<file path="src/rtl/ram_event_reader.sv">
// Read-side sequencer for the event buffer RAM: issues credit-limited burst reads and
// repacks returned words into a valid/ready stream. Optional header word: READER_HEADER_EN.
module ram_event_reader #(
    parameter int RAM_DEPTH  = 230001,
    parameter int FIFO_DEPTH = 4
) (
    input  logic        rd_clk,
    input  logic        rst,
    input  logic        start,
    input  logic [17:0] base_addr,
    input  logic [17:0] word_cnt,
    output logic [17:0] rd_addr,
    output logic        rd_ena,
    input  logic [31:0] q,
    input  logic        dval,
    output logic [31:0] out_data,
    output logic        out_valid,
    input  logic        out_ready,
    output logic        out_last,
    output logic        busy,
    output logic        done
);

    localparam int PW = $clog2(FIFO_DEPTH);
    localparam int CW = PW + 1;
    localparam logic [17:0] ADDR_MAX = 18'(RAM_DEPTH - 1);

    typedef enum logic [1:0] {S_IDLE, S_READ, S_DRAIN, S_DONE} state_t;

    state_t          state_q, state_d;
    logic [17:0]     rd_addr_q, rd_addr_d;
    logic [17:0]     rem_q, rem_d;
    logic            inflight_q, inflight_d;
    logic            inflight_last_q, inflight_last_d;
    logic [PW-1:0]   wr_ptr_q, wr_ptr_d;
    logic [PW-1:0]   rd_ptr_q, rd_ptr_d;
    logic [CW-1:0]   count_q, count_d;
    logic [32:0]     fifo_mem [FIFO_DEPTH];

    logic            fifo_empty;
    logic            push;
    logic            pop;
    logic            hdr_push;
    logic [32:0]     push_word;
    logic [32:0]     head;
    logic [CW:0]     occ;

`ifdef READER_HEADER_EN
    logic            hdr_pending_q, hdr_pending_d;
    logic [17:0]     cnt_q, cnt_d;
`endif

    always_comb begin
        state_d         = state_q;
        rd_addr_d       = rd_addr_q;
        rem_d           = rem_q;
        inflight_last_d = inflight_last_q;
        rd_ena          = 1'b0;
        push            = 1'b0;
        hdr_push        = 1'b0;
        push_word       = '0;
`ifdef READER_HEADER_EN
        hdr_pending_d   = hdr_pending_q;
        cnt_d           = cnt_q;
`endif

        fifo_empty = (count_q == '0);
        head       = fifo_mem[rd_ptr_q];
        pop        = !fifo_empty && out_ready;

        // Only a word we actually asked for may enter the FIFO.
        if (dval && inflight_q) begin
            push      = 1'b1;
            push_word = {inflight_last_q, q};
        end

`ifdef READER_HEADER_EN
        if (state_q == S_READ && hdr_pending_q) begin
            hdr_push      = 1'b1;
            push          = 1'b1;
            push_word     = {(cnt_q == 18'd0), 8'hA5, 6'b0, cnt_q};
            hdr_pending_d = 1'b0;
        end
`endif

        // Credit: words stored, the one outstanding read and a header being written now.
        occ = (CW+1)'(count_q) + (CW+1)'(inflight_q) + (CW+1)'(hdr_push);

        case (state_q)
            S_IDLE: begin
                if (start) begin
                    rd_addr_d = base_addr;
                    rem_d     = word_cnt;
`ifdef READER_HEADER_EN
                    cnt_d         = word_cnt;
                    hdr_pending_d = 1'b1;
                    state_d       = S_READ;
`else
                    state_d   = (word_cnt == 18'd0) ? S_DONE : S_READ;
`endif
                end
            end
            S_READ: begin
                if (rem_q != 18'd0 && occ < (CW+1)'(FIFO_DEPTH)) begin
                    rd_ena          = 1'b1;
                    rem_d           = rem_q - 18'd1;
                    rd_addr_d       = (rd_addr_q == ADDR_MAX) ? 18'd0 : rd_addr_q + 18'd1;
                    inflight_last_d = (rem_q == 18'd1);
                    if (rem_q == 18'd1) begin
                        state_d = S_DRAIN;
                    end
                end
`ifdef READER_HEADER_EN
                if (rem_q == 18'd0 && hdr_push) begin
                    state_d = S_DRAIN;
                end
`endif
            end
            S_DRAIN: begin
                if ((pop && head[32]) || (fifo_empty && !inflight_q)) begin
                    state_d = S_DONE;
                end
            end
            default: begin
                state_d = S_IDLE;
            end
        endcase

        inflight_d = rd_ena ? 1'b1 : (dval ? 1'b0 : inflight_q);
        wr_ptr_d   = push ? wr_ptr_q + 1'b1 : wr_ptr_q;
        rd_ptr_d   = pop ? rd_ptr_q + 1'b1 : rd_ptr_q;
        count_d    = count_q + CW'(push) - CW'(pop);
    end

    always_ff @(posedge rd_clk) begin
        if (rst) begin
            state_q         <= S_IDLE;
            rd_addr_q       <= '0;
            rem_q           <= '0;
            inflight_q      <= 1'b0;
            inflight_last_q <= 1'b0;
            wr_ptr_q        <= '0;
            rd_ptr_q        <= '0;
            count_q         <= '0;
        end else begin
            state_q         <= state_d;
            rd_addr_q       <= rd_addr_d;
            rem_q           <= rem_d;
            inflight_q      <= inflight_d;
            inflight_last_q <= inflight_last_d;
            wr_ptr_q        <= wr_ptr_d;
            rd_ptr_q        <= rd_ptr_d;
            count_q         <= count_d;
        end
    end

`ifdef READER_HEADER_EN
    always_ff @(posedge rd_clk) begin
        if (rst) begin
            hdr_pending_q <= 1'b0;
            cnt_q         <= '0;
        end else begin
            hdr_pending_q <= hdr_pending_d;
            cnt_q         <= cnt_d;
        end
    end
`endif

    always_ff @(posedge rd_clk) begin
        if (push && !rst) begin
            fifo_mem[wr_ptr_q] <= push_word;
        end
    end

    // Stale storage is masked so an empty FIFO always presents zeros.
    assign rd_addr   = rd_addr_q;
    assign out_valid = !fifo_empty;
    assign out_data  = fifo_empty ? 32'd0 : head[31:0];
    assign out_last  = !fifo_empty && head[32];
    assign busy      = (state_q == S_READ) || (state_q == S_DRAIN);
    assign done      = (state_q == S_DONE);

endmodule

</file>
<file path="config.mk">
export PLATFORM = sky130hd
export DESIGN_NAME = ram_event_reader
export DESIGN_NICKNAME = d
export VERILOG_FILES = /design/src/rtl/ram_event_reader.sv
export SDC_FILE = /design/constraint.sdc
export NUM_CORES = 1
export LEC_CHECK = 0
export ABC_AREA = 0
export BUFFER_PORTS_ARGS = -buffer_cell sky130_fd_sc_hd__clkbuf_2
export CAP_MARGIN = 20
export CORE_UTILIZATION = 47
export CTS_BUF_LIST = sky130_fd_sc_hd__clkbuf_4 sky130_fd_sc_hd__clkbuf_8
export CTS_CLUSTER_SIZE = 24
export DETAILED_ROUTE_END_ITERATION = 6
export GPL_ROUTABILITY_DRIVEN = 0
export GPL_TIMING_DRIVEN = 0
export PLACE_DENSITY = 0.7
export SLEW_MARGIN = 20
export SYNTH_ARGS = -nofsm -noshare
export SYNTH_HDL_FRONTEND = slang
export SYNTH_SLANG_ARGS = --single-unit
</file>
<file path="constraint.sdc">
create_clock -name rd_clk -period 5.05 [get_ports rd_clk]
set_input_delay 1.515 -clock rd_clk [delete_from_list [all_inputs] [get_ports rd_clk]]
set_output_delay 1.515 -clock rd_clk [all_outputs]
set_load 0.02 [all_outputs]
</file>
* Word level (Yosys, flattened, before mapping)
Memories as Yosys holds them, arrays and structs flattened. A register that Yosys moved wholly into a read port is not among the register bits. Cells that the tools add are included.
Word-level totals: bits in registers 47, memory bits (writable) 132, bits of input ports 73, output and inout port bits 55, logic and storage cells 71, memories kept 1
Cells by class: add/subtract/negate cells 7, $lt $le $gt $ge 1, equal/unequal tests 9, muxes and demuxes 24, reductions and logical operators 21
Memory list:
- fifo_mem | depth 4, bits a word 33, rd ports 1, clocked after memory_dff 1, wr ports 1, RTL line 38 | logic [32:0] fifo_mem [FIFO_DEPTH];
Operators with widths (number):
- $mux W18 | 5
- $pmux W18 S2 | 2
- $mux W33 | 1
- $mux W32 | 1
- $add A18 B1 Y18 const B | 1
- $eq A18 B1 Y1 const B | 1
- $eq A18 B18 Y1 const B | 1
- $logic_not A18 Y1 | 1
- $reduce_bool A18 Y1 | 1
- $sub A18 B1 Y18 const B | 1
- $mux W2 | 7
- $ne A2 B2 Y1 const B | 4
- $logic_and A1 B1 Y1 | 7
- $mux W1 | 7
- $pmux W2 S3 | 1
- $add A2 B1 Y2 const B | 2
- $add A3 B1 Y4 | 1
- $eq A2 B2 Y1 const B | 2
- $lt A4 B3 Y1 const B | 1
- $reduce_and A4 Y1 | 1
- $reduce_bool A2 Y1 | 2
- $add A3 B1 Y3 | 1
- $logic_not A1 Y1 | 3
- $logic_not A3 Y1 | 1
- 6 further kinds | 7

* Longest topological paths before layout
word-level depth 7, gate-level depth with buffers 9

* Least setup slack after synthesis
No wires, ideal clock.
kind input port to flip-flop, start in dval, end mem fifo_mem[1][0], enable pin, library setup time 0.471 ns, arrival time 4.413 ns, path slack 0.165 ns, stages on the path 3, buffers on the path 1, cells stage by stage clkbuf_1 > nand2_1 > nor3b_1
Between the ends: word-level cells in the longest chain between the ends 5
RTL lines:
- start, declared | RTL line 15 | input logic dval,
- $logic_and A1 B1 Y1 | RTL line 72 | if (dval && inflight_q) begin
- $mux W1 | RTL line 72
- $logic_and A1 B1 Y1 | RTL line 170 | if (push && !rst) begin
- $mux W1 | RTL line 170
- $mux W1 (not written as such) | RTL line 171 | fifo_mem[wr_ptr_q] <= push_word;
- end, declared | RTL line 38
No other way between the ends.

* Worst setup path after layout
start reg rem_q[0], end out rd_ena
Between the ends: word-level cells in the longest chain between the ends 4
RTL lines:
- start, declared | RTL line 32 | logic [17:0] rem_q, rem_d;
- start signal, assigned | RTL line 148 | rem_q <= rem_d;
- $reduce_bool A18 Y1 | RTL line 104 | if (rem_q != 18'd0 && occ < (CW+1)'(FIFO_DEPTH)) begin
- $logic_and A1 B1 Y1 | RTL line 104
- $mux W1 | RTL line 104
- $mux W1 | RTL line 89 | case (state_q)
- end, declared | RTL line 13 | output logic rd_ena,
No other way between the ends.

==> flow_metrics.tcl <==
set metrics [dict create \
    timing.final.crit_share_pct 83.36 \
    period_needed_ps 4210 \
    grt_pass1_wl_um 32980 \
    grt.overflow.total 0 \
    setup_viol 0 \
    fin_cells 1073 \
    initial_core_util_pct 48.55 \
    pwr_density_cell_mw_per_mm2 573.5 \
    area_growth_pct 17.15 \
    ys_warn_count 0 \
    totalWireLength_um 21150 \
    setup_tns_ps 0 \
    synthFlopType "edfxtp_1" \
    final-max-slew-violation-count 0 \
    reg2reg_slack_ps 2200 \
    relSlewSlack_pct 45.89 \
    cts_resized 0 \
    multi_input_area_mm2 0.003294 \
    io_pins 128 \
    layout-drive-gt1-share_pct 26.65 \
    clockBufferDepth 2 \
    crit_slowest_cell "nor3b_1" \
    nFillCells 1454 \
    nNetsFinal 925 \
    netlist.area_leader.share_pct 46.72 \
    tightestPinTransition_ps 804.2 \
    crit_arrival_ps 2690 \
    fin_skew_ps 17.80 \
    core_area_mm2 0.01748 \
    hpwl_um 15290 \
    grt_usage_pct 23.55 \
    synth_top_family_by_area "simple AND/OR/NAND/NOR gates" \
    crit_buf_inv 4 \
    fin_ws_ps 840.4 \
    antenna_left 0 \
    numCtsBuffers 17 \
    synthCells 673 \
    ys_types 57 \
    timing.rr.end "rem_q[14]" \
    cts_hold_buf 0 \
    timing.hold.ws_ps 455.5 \
    power_switching_mw 2.504 \
    dieArea_mm2 0.01859 \
    yosys.area.top_type "edfxtp_1" \
    path_common_cell "inv_1" \
    synth.cell_area_mm2 0.008484 \
    p_seq_share_pct 35.1 \
    synth.area.top_cells "edfxtp_1, dfxtp_1, mux4_2" \
    synthArstFlopShare_pct 0 \
    power_leakage_nw 3.734 \
    seq_area_frac_synth_pct 58.28 \
    cp_max_fo 10 \
    drc_errors 0 \
    viasPerCell 6.076 \
    synth-compound-area-share_pct 11.38 \
    dp_cells 1042 \
    synth_edf_count 132 \
    synthSimpleGateAreaFrac_pct 15.37 \
    path_clk_slew_ps 100 \
    yosys-top-cells-count "edfxtp_1, dfxtp_1, clkbuf_1, nand2_1" \
    peakVddDrop_uv 411.1 \
    max_freq_mhz 237.6 \
    pre_cts_ws_ps 1295 \
    num_vias 6520 \
    required_ps 3540 \
    synth_xor_area_share_pct 0.5161 \
    worstHoldEndpoint "inflight_last_q" \
    firstDrtPassIters 5 \
    ys_ff_latch 181 \
    grt_max_degree 17 \
    syn_nets 762 \
    synth_area_per_cell_um2 12.61 \
    reg2regPathDepth 9 \
    rsz0062_at_grt "false" \
    die_y_um 136.4 \
    status "completed" \
    antenna_found_initial 0 \
    die_width_um 136.4 \
    synth_fa_ha_area_share_pct 2.448 \
    cpPeakStageDelay_ps 420 \
    worstHoldPathCells 2 \
    hold_violations 0 \
    hp-class "flip-flop to flip-flop" \
    numPortBuffers 125 \
    synth.most_common_cell "edfxtp_1" \
    path_delay_family "buffers and inverters" \
    h-tree-depth 4 \
    switching_share_pct 43.93 \
    crit-reg2reg-launch "state_q[1]" \
    wl_per_cell_um 19.71 \
    cts_setup_buffers 0 \
    max_cap_violations 0 \
    n_antenna_cell 0 \
    p_comb_share_pct 48.8 \
    min_from "inflight_last_q" \
    p_int_mw 3.196 \
    clkSinkCount 181 \
    register_area_mm2 0.004945 \
    rows 48 \
    first_iter_violations 593 \
    power_frac_clock_pct 16.1 \
    grt_pass1_vias 6400 \
    cts_tree "done" \
    root_buffer "clkbuf_8" \
    clk_latency_ps 450 \
    start_kind "flip-flop" \
    end_kind "output port" \
    synth_mux_area_share_pct 8.878 \
    crit_chain "inv_1 -> ha_1 -> nor3b_1 -> nand2_1 -> buf_2 -> o211ai_1 -> inv_1 -> clkbuf_2" \
    critPathKind "flip-flop to output port" \
]
==> worst min-delay path, delay by kind of cell, from the launching register on <==
kind            cells  cell delay, ps
simple gates        1              50
compound gates      1              50
flops               1             320
==> layer usage <==
layer  wire length [um]  up-vias  global-route usage [%]
li1                   -     2960                       -
met1               8374     3171                   28.68
met2              10680      347                   40.64
met3               1737       42                   5.481
met4                357        0                   8.457
met5                  0        -                       0
==> sequential cells by signal, summed over array words and instances (netlist names), named ones only <==
| name | cells |
|---|---|
| wr_ptr_q | 2 |
| fifo_mem | 132 |
| inflight_q | 1 |
| count_q | 3 |
| state_q | 2 |
| inflight_last_q | 1 |
| rd_ptr_q | 2 |
| rem_q | 18 |
| rd_addr | 18 |
==> power groups by stage <==
stage | sequential [mW] | clock [mW] | combinational, mW
4_1_cts | 1.99 | 0.935 | 2.74
2_1_floorplan | 2.04 | 0 | 1.86
3_5_place_dp | 2.02 | 0 | 2.73
6_report | 2.00 | 0.918 | 2.78
3_3_place_gp | 2.01 | 0 | 2.66
5_1_grt | 2.03 | 0.993 | 3.01
==> cell type report <==
class / instances / area share [%]
inverter: 17 / 0.6420
clock inverter: 13 / 1.259
sequential: 181 / 49.75
tap: 225 / 2.832
timing repair buffer: 144 / 7.918
clock buffer: 18 / 2.430
multi-input combinational: 424 / 33.14
buffer: 51 / 2.027
==> worst max path at each step <==
stage	start	to	slack (ps)	depth (start not counted)
global route	rem_q[0]	rd_ena	600	8
floorplan	dval	fifo_mem[1][0]	170	3
detailed placement	dval	fifo_mem[0][7]	1290	6
CTS	rem_q[0]	rd_ena	870	8
global placement	dval	fifo_mem[1][7]	-1970	3
finish	rem_q[0]	rd_ena	840	8
==> placed cells by master, fill, tap and decap left out, types with 12 or more instances in the layout <==
cell        n
dfxtp_1    49
nand2_1    42
mux4_2     33
ha_1       15
edfxtp_1  132
o32ai_1    17
and2_1     35
and3_1     40
clkbuf_1   42
a22oi_1    19
nand3_1    20
a21oi_1    40
clkbuf_8   17
clkbuf_2  125
inv_1      17
nor3_1     12
buf_4      14
nor2_1     30
==> stage by stage <==
stage,area [um^2],power (mW),util [%]
final,9940,5.700,56.87
after global routing,9940,6.026,56.87
after CTS,9940,5.667,56.87
after detailed placement,9573,4.755,54.78
after global placement,9392,4.677,53.74
after floorplan,8484,3.902,-
==> cells by family after synthesis <==
family,Yosys count
adder cells (fa/ha/maj),16
AND/OR/NAND/NOR,233
flip-flops,181
multiplexers,34
AO/OA/AOI/OAI,136
XOR/XNOR,5
buffers and inverters,68
Note: power is estimated with default switching activity, not from simulation.
